**src/rtl/rom_arb_pkg.sv**
```systemverilog
// Shared constants and helpers for the instruction-ROM port arbiter.
// State encoding, port indices, word width and address helper functions.
package rom_arb_pkg;

    localparam int   WORD_W     = 32;
    localparam logic ST_NORMAL  = 1'b0;
    localparam logic ST_FORCE1  = 1'b1;
    localparam logic PORT_FETCH = 1'b0;
    localparam logic PORT_DBG   = 1'b1;

    typedef enum logic {
        S_NORMAL = ST_NORMAL,
        S_FORCE1 = ST_FORCE1
    } arb_state_e;

    function automatic logic [WORD_W-1:0] word_align(input logic [WORD_W-1:0] a);
        return {a[WORD_W-1:2], 2'b00};
    endfunction

    // True when any address bit above the ROM word index is set.
    function automatic logic addr_oor(input logic [WORD_W-1:0] a, input int addr_w);
        return (a >> (addr_w + 2)) != '0;
    endfunction

endpackage

```
**src/rtl/rom_port_arbiter_if.sv**
```systemverilog
// Bundle of both requester handshakes plus the ROM address/data pair.
// The arbiter uses the slave modport; requesters and the ROM model sit on master.
interface rom_port_arbiter_if;
    import rom_arb_pkg::*;

    logic              req0;
    logic [WORD_W-1:0] addr0;
    logic              gnt0;
    logic              rvalid0;
    logic [WORD_W-1:0] rdata0;

    logic              req1;
    logic [WORD_W-1:0] addr1;
    logic              gnt1;
    logic              rvalid1;
    logic [WORD_W-1:0] rdata1;
    logic              oor1;

    logic [WORD_W-1:0] rom_addr;
    logic [WORD_W-1:0] rom_data;

    modport slave (
        input  req0, addr0, req1, addr1, rom_data,
        output gnt0, rvalid0, rdata0, gnt1, rvalid1, rdata1, oor1, rom_addr
    );

    modport master (
        output req0, addr0, req1, addr1, rom_data,
        input  gnt0, rvalid0, rdata0, gnt1, rvalid1, rdata1, oor1, rom_addr
    );

endinterface

```
**src/rtl/rom_arb_starve_cnt.sv**
```systemverilog
// Saturating 4-bit count of consecutive cycles the debug port was denied.
// hit_next flags that the pending increment brings the count to MAX_WAIT.
module rom_arb_starve_cnt #(
    parameter int MAX_WAIT = 4
) (
    input  logic clk,
    input  logic reset,
    input  logic inc,
    input  logic clr,
    output logic hit,
    output logic hit_next
);

    localparam logic [3:0] LIMIT = 4'(MAX_WAIT);

    logic [3:0] cnt;

    always_ff @(posedge clk) begin
        if (reset || clr) begin
            cnt <= 4'd0;
        end else if (inc && cnt != 4'hF) begin
            cnt <= cnt + 4'd1;
        end
    end

    assign hit      = cnt >= LIMIT;
    assign hit_next = inc && !clr && (cnt >= LIMIT - 4'd1);

endmodule

```
**src/rtl/rom_port_arbiter.sv**
```systemverilog
// Two-port arbiter in front of the combinational instruction ROM.
// Fixed priority to fetch (port 0) with a starvation guard for the debug reader.
//
//   state    | meaning
//   ---------+--------------------------------------------------------------
//   S_NORMAL | fetch wins; debug served in idle slots, denials counted
//   S_FORCE1 | debug denied MAX_WAIT cycles: grant it this cycle
module rom_port_arbiter
    import rom_arb_pkg::*;
#(
    parameter int                ADDR_W   = 8,
    parameter int                MAX_WAIT = 4,
    parameter logic [WORD_W-1:0] OOR_DATA = 32'h0000_0000
) (
    input  logic           clk,
    input  logic           reset,
    rom_port_arbiter_if.slave bus
);

    arb_state_e state;
    arb_state_e state_next;

    logic g0;
    logic g1;
    logic cnt_inc;
    logic cnt_clr;
    logic cnt_hit;
    logic cnt_hit_next;
    logic sel_port;
    logic oor0;
    logic oor1_a;

    rom_arb_starve_cnt #(
        .MAX_WAIT (MAX_WAIT)
    ) u_starve (
        .clk      (clk),
        .reset    (reset),
        .inc      (cnt_inc),
        .clr      (cnt_clr),
        .hit      (cnt_hit),
        .hit_next (cnt_hit_next)
    );

    // Grants are suppressed while reset is high so no accept can occur.
    always_comb begin
        state_next = state;
        g0         = 1'b0;
        g1         = 1'b0;
        cnt_inc    = 1'b0;
        cnt_clr    = 1'b0;
        if (!reset) begin
            case (state)
                S_NORMAL: begin
                    if (bus.req0) begin
                        g0 = 1'b1;
                        if (bus.req1) begin
                            cnt_inc = 1'b1;
                            if (cnt_hit_next || cnt_hit) begin
                                state_next = S_FORCE1;
                            end
                        end else begin
                            cnt_clr = 1'b1;
                        end
                    end else if (bus.req1) begin
                        g1      = 1'b1;
                        cnt_clr = 1'b1;
                    end else begin
                        cnt_clr = 1'b1;
                    end
                end
                S_FORCE1: begin
                    cnt_clr    = 1'b1;
                    state_next = S_NORMAL;
                    if (bus.req1) begin
                        g1 = 1'b1;
                    end else if (bus.req0) begin
                        g0 = 1'b1;
                    end
                end
                default: begin
                    state_next = S_NORMAL;
                    cnt_clr    = 1'b1;
                end
            endcase
        end
    end

    assign sel_port = g1 ? PORT_DBG : PORT_FETCH;
    assign oor0     = addr_oor(bus.addr0, ADDR_W);
    assign oor1_a   = addr_oor(bus.addr1, ADDR_W);

    assign bus.gnt0     = g0;
    assign bus.gnt1     = g1;
    assign bus.rom_addr = (sel_port == PORT_DBG) ? word_align(bus.addr1)
                                                 : word_align(bus.addr0);

    always_ff @(posedge clk) begin
        if (reset) begin
            state       <= S_NORMAL;
            bus.rvalid0 <= 1'b0;
            bus.rdata0  <= '0;
            bus.rvalid1 <= 1'b0;
            bus.rdata1  <= '0;
            bus.oor1    <= 1'b0;
        end else begin
            state       <= state_next;
            bus.rvalid0 <= g0;
            bus.rvalid1 <= g1;
            bus.oor1    <= g1 && oor1_a;
            if (g0) begin
                bus.rdata0 <= oor0 ? OOR_DATA : bus.rom_data;
            end
            if (g1) begin
                bus.rdata1 <= oor1_a ? OOR_DATA : bus.rom_data;
            end
        end
    end

endmodule

```
**src/flat_wrapper.sv**
```systemverilog
// flat-port wrapper written by rule: the top's interface ports become plain ports
module rom_port_arbiter_flat import rom_arb_pkg::*;
#(
    parameter int                ADDR_W   = 8,
    parameter int                MAX_WAIT = 4,
    parameter logic [WORD_W-1:0] OOR_DATA = 32'h0000_0000
)
  (clk, reset, bus_req0, bus_addr0, bus_req1, bus_addr1, bus_rom_data, bus_gnt0, bus_rvalid0, bus_rdata0, bus_gnt1, bus_rvalid1, bus_rdata1, bus_oor1, bus_rom_addr);
  rom_port_arbiter_if bus_i ();
  input  logic clk;
  input  logic reset;
  input wire logic [$bits(bus_i.req0)-1:0] bus_req0;
  input wire logic [$bits(bus_i.addr0)-1:0] bus_addr0;
  input wire logic [$bits(bus_i.req1)-1:0] bus_req1;
  input wire logic [$bits(bus_i.addr1)-1:0] bus_addr1;
  input wire logic [$bits(bus_i.rom_data)-1:0] bus_rom_data;
  output wire logic [$bits(bus_i.gnt0)-1:0] bus_gnt0;
  output wire logic [$bits(bus_i.rvalid0)-1:0] bus_rvalid0;
  output wire logic [$bits(bus_i.rdata0)-1:0] bus_rdata0;
  output wire logic [$bits(bus_i.gnt1)-1:0] bus_gnt1;
  output wire logic [$bits(bus_i.rvalid1)-1:0] bus_rvalid1;
  output wire logic [$bits(bus_i.rdata1)-1:0] bus_rdata1;
  output wire logic [$bits(bus_i.oor1)-1:0] bus_oor1;
  output wire logic [$bits(bus_i.rom_addr)-1:0] bus_rom_addr;
  assign bus_i.req0 = bus_req0;
  assign bus_i.addr0 = bus_addr0;
  assign bus_i.req1 = bus_req1;
  assign bus_i.addr1 = bus_addr1;
  assign bus_i.rom_data = bus_rom_data;
  assign bus_gnt0 = bus_i.gnt0;
  assign bus_rvalid0 = bus_i.rvalid0;
  assign bus_rdata0 = bus_i.rdata0;
  assign bus_gnt1 = bus_i.gnt1;
  assign bus_rvalid1 = bus_i.rvalid1;
  assign bus_rdata1 = bus_i.rdata1;
  assign bus_oor1 = bus_i.oor1;
  assign bus_rom_addr = bus_i.rom_addr;
  rom_port_arbiter #(.ADDR_W(ADDR_W), .MAX_WAIT(MAX_WAIT), .OOR_DATA(OOR_DATA)) u_core (.clk(clk), .reset(reset), .bus(bus_i));
endmodule
```
**config.mk**
```make
export PLATFORM = sky130hd
export DESIGN_NAME = rom_port_arbiter_flat
export DESIGN_NICKNAME = d
export VERILOG_FILES = /design/src/rtl/rom_arb_pkg.sv /design/src/rtl/rom_port_arbiter_if.sv /design/src/rtl/rom_arb_starve_cnt.sv /design/src/rtl/rom_port_arbiter.sv /design/src/flat_wrapper.sv
export SDC_FILE = /design/constraint.sdc
export NUM_CORES = 1
export LEC_CHECK = 0
export ABC_AREA = 1
export BUFFER_PORTS_ARGS = -buffer_cell sky130_fd_sc_hd__buf_2
export CORE_UTILIZATION = 40
export CTS_CLUSTER_SIZE = 24
export DETAILED_ROUTE_END_ITERATION = 7
export HOLD_SLACK_MARGIN = 0.02
export PLACE_DENSITY = 0.77
export SYNTH_ARGS = -nofsm -noshare
export SYNTH_HDL_FRONTEND = slang
export SYNTH_SLANG_ARGS = --single-unit
```
**constraint.sdc**
```tcl
create_clock -name clk -period 1.5 [get_ports clk]
set_clock_uncertainty 0.1 [all_clocks]
set_input_delay 0.225 -clock clk [delete_from_list [all_inputs] [get_ports clk]]
set_output_delay 0.225 -clock clk [all_outputs]
set_load 0.005 [all_outputs]
```
==> results.yml <==
worst_setup_path:
  critPathBufInv: 4
  cp.required_ns: 1.17
  crit_path_max_fanout: 10
  rrSetupSlack_ns: -0.23
  endpoint: "bus_rom_addr[29]"
  critPathKind: "flop to primary output"
  worstSetupEndpointType: "primary output"
  worstReg2RegStart: "u_core.state$_SDFF_PP0_"
  cp-startpoint: "u_core.state$_SDFF_PP0_"
  critical_path.slowest_cell: "dfxtp_2"
  regToRegEndpoint: "u_core.bus.rdata0[16]$_SDFFE_PP0P_"
  arrival_ns: 1.49
  cp-start-kind: "flop"
  r2r_cells: 10
  cp_cell_sequence: "inv_2, nand2_2, nand2_4, buf_6, buf_16, nand2_1, o21ai_1, buf_2"
  max_stage_delay_ns: 0.33
  cpLargestDelayFamily: "buffers and inverters"
  crit_cells: 8
sta:
  period_share: 1.21
  fmax_mhz: 550
  worstMarginPinSlew_ns: 0.524
  tns_ns: -12.64
  rsz0062_at_grt: "true"
  min_period_ns: 1.82
  slew_violations: 0
  worst_slack_ns: -0.318
  maxSlewHeadroom: 0.650
  hold_viol: 0
  setup_viol: 86
yosys:
  synthMuxAreaShare: 0
  synth-adder-area-share: 0.00347
  yosys.area_share.xor_xnor: 0.00243
  yosys_register_bits: 72
  yosysWarnings: 0
  synth_cell_type_count: 26
  synth-seq-area-share: 0.400
  syn_avg_cell_area_um2: 6.82
  synth_compound_area_frac: 0.197
  synth-simple-area-share: 0.245
  syn_inst: 528
  syn_area_um2: 3600
  synth_top_family_by_area: "simple AND/OR/NAND/NOR gates"
global_route:
  antenna_found_initial: 0
  grt.total_usage: 0.250
  grt_max_degree: 49
  grt_pass1_wl_um: 19100
  overflow: 0
  grt_pass1_vias: 3957
power:
  combPwrFrac: 0.208
  switching_share: 0.295
  powerDensity_nw_per_um2: 713
  power.switching_mw: 1.24
  power_mw: 4.21
  p_int_mw: 2.97
  pwr-share-seq: 0.469
  p_clk_frac: 0.322
  peakVddDrop_uv: 527
  leakagePower_nw: 2.84
floorplan:
  coreArea_um2: 8720
  ioPinCount: 201
  die_area_um2: 9390
  die_w_um: 96.9
  rows: 34
  die_y_um: 96.9
  start_util: 0.413
layout:
  multi_input_area_um2: 2200
  layoutNonFillerInstCount: 846
  num_antenna_cells: 0
  mostFrequentLayoutCell: "buf_2"
  nFillCells: 704
  nets: 834
  drive_gt1_frac: 0.511
  final_cell_mix: "193 x buf_2, 96 x nand2_1, 72 x inv_1"
  area_growth_pct: 63.9
  regArea_um2: 1440
drt:
  dr.first_iter.drc_count: 172
  viasPerCell: 5.21
  first_pass_iters: 4
  wl_per_cell_um: 15.6
  drc: 0
  wirelength_um: 13200
  via_count: 4407
  ant_nets: 0
place:
  hpwl_um: 7890
  place_inst: 806
  numPortBuffers: 194
  gp_congestion: 0.895
  place_ws_ns: 0.0548
outcome:
  status: "complete, but fails checks"
  violations: "setup timing"
clocking:
  cts.htree.levels: 3
  clock_latency_ns: 0.33
  cts_tree: "done"
  clkTransAtPathRegs_ns: 0.08
  cts_root_buf: "clkbuf_8"
  clk_path_buf_depth: 2
  ctsHoldBuffers: 0
  cts.sinks: 72
  cts_buffers: 9
flow_run:
  max_cap_viol_count: 0
hold_path:
  hold_class: "input pin to flop"
-- routing by layer --
| metal | vias to the layer above | wire length (um) | GRT usage |
|---|---|---|---|
| met3 | 31 | 847 | 0.0600 |
| met5 | - | 0 | 0 |
| li1 | 2111 | - | - |
| met1 | 2070 | 5430 | 0.310 |
| met2 | 195 | 6620 | 0.427 |
| met4 | 0 | 282 | 0.0781 |
-- power by group through the flow --
stage / combinational (mW) / clock, mW / sequential (mW)
5_1_grt: 0.947 / 1.47 / 1.98
2_1_floorplan: 0.304 / 0 / 2.02
4_1_cts: 0.706 / 1.40 / 1.98
3_3_place_gp: 0.585 / 0 / 2.02
6_report: 0.878 / 1.36 / 1.98
3_5_place_dp: 0.601 / 0 / 2.02
-- cells in the mapped netlist --
cell	number	share of area
inv_1	73	0.076
nand3_1	35	0.049
nand4_1	5	0.0087
inv_2	1	0.0010
nor3_1	1	0.0014
and3_1	1	0.0017
nor2_2	2	0.0035
nand2_4	1	0.0031
a31oi_1	2	0.0035
clkbuf_1	17	0.018
nor2_1	46	0.048
xnor2_1	1	0.0024
a21oi_1	65	0.090
inv_4	1	0.0017
o211ai_1	32	0.067
nand2_2	1	0.0017
a211oi_1	1	0.0021
ha_1	1	0.0035
o21ai_0	25	0.035
dfxtp_1	72	0.40
buf_2	5	0.0069
buf_6	9	0.028
buf_4	9	0.019
conb_1	1	0.0010
nand2_1	120	0.13
nor2_4	1	0.0031
-- state kept, by name (all words and copies together) (netlist names) --
signal and flops:
u_core.u_starve.cnt 4, u_core.bus.rdata1 32, u_core.bus.oor1 1, u_core.bus.rdata0 32, u_core.bus.rvalid1 1, u_core.bus.rvalid0 1
u_core.state 1
-- worst min-delay path by stage --
stage	start	end	slack (ns)	cells after the start
floorplan	u_core.u_starve.cnt[2]$_SDFFE_PP0P_	u_core.u_starve.cnt[2]$_SDFFE_PP0P_	0.34	1
global placement	u_core.bus.rdata0[10]$_SDFFE_PP0P_	u_core.bus.rdata0[10]$_SDFFE_PP0P_	0.35	2
detailed placement	u_core.bus.rdata0[15]$_SDFFE_PP0P_	u_core.bus.rdata0[15]$_SDFFE_PP0P_	0.35	2
CTS	bus_rom_data[13]	u_core.bus.rdata1[13]$_SDFFE_PP0P_	0.13	5
global route	bus_rom_data[8]	u_core.bus.rdata1[8]$_SDFFE_PP0P_	0.16	5
finish	bus_rom_data[13]	u_core.bus.rdata1[13]$_SDFFE_PP0P_	0.15	5
-- worst reg2reg max path: cells and delay by family (launching register included) --
kind / cells / cell delay, ns
AO/OA/AOI/OAI: 2 / 0.30
buffers and inverters: 5 / 0.67
flip-flops: 1 / 0.33
AND/OR/NAND/NOR: 3 / 0.27
-- through the flow --
| stage | instance area [um2] | utilization | hold slack [ns] |
|---|---|---|---|
| floorplan | 3600 | - | 0.345 |
| global placement | 4650 | 0.534 | 0.350 |
| detailed placement | 4650 | 0.534 | 0.353 |
| CTS | 5170 | 0.593 | 0.128 |
| global route | 5900 | 0.677 | 0.158 |
| finish | 5900 | 0.677 | 0.151 |
-- area by class of cell --
type | instances | share of cell area
clock buffer | 10 | 0.0216
clock inverter | 6 | 0.00742
inverter | 75 | 0.0498
multi-input combinational | 342 | 0.373
sequential | 72 | 0.244
tap | 108 | 0.0229
timing repair buffer | 233 | 0.281
-- cells by family after synthesis --
family                   count (synthesis)
flip-flops                              72
XOR/XNOR                                 1
other                                    1
AND/OR/NAND/NOR                        213
adder cells (fa/ha/maj)                  1
AO/OA/AOI/OAI                          125
buffers and inverters                  115
-- repair_timing --
item,in CTS,in global routing
cloned,5,7
resized for setup,77,126
setup endpoints to repair,32,92
pin swaps,6,30
setup buffers,8,5
No activity file was read; power rests on OpenSTA's default activity.
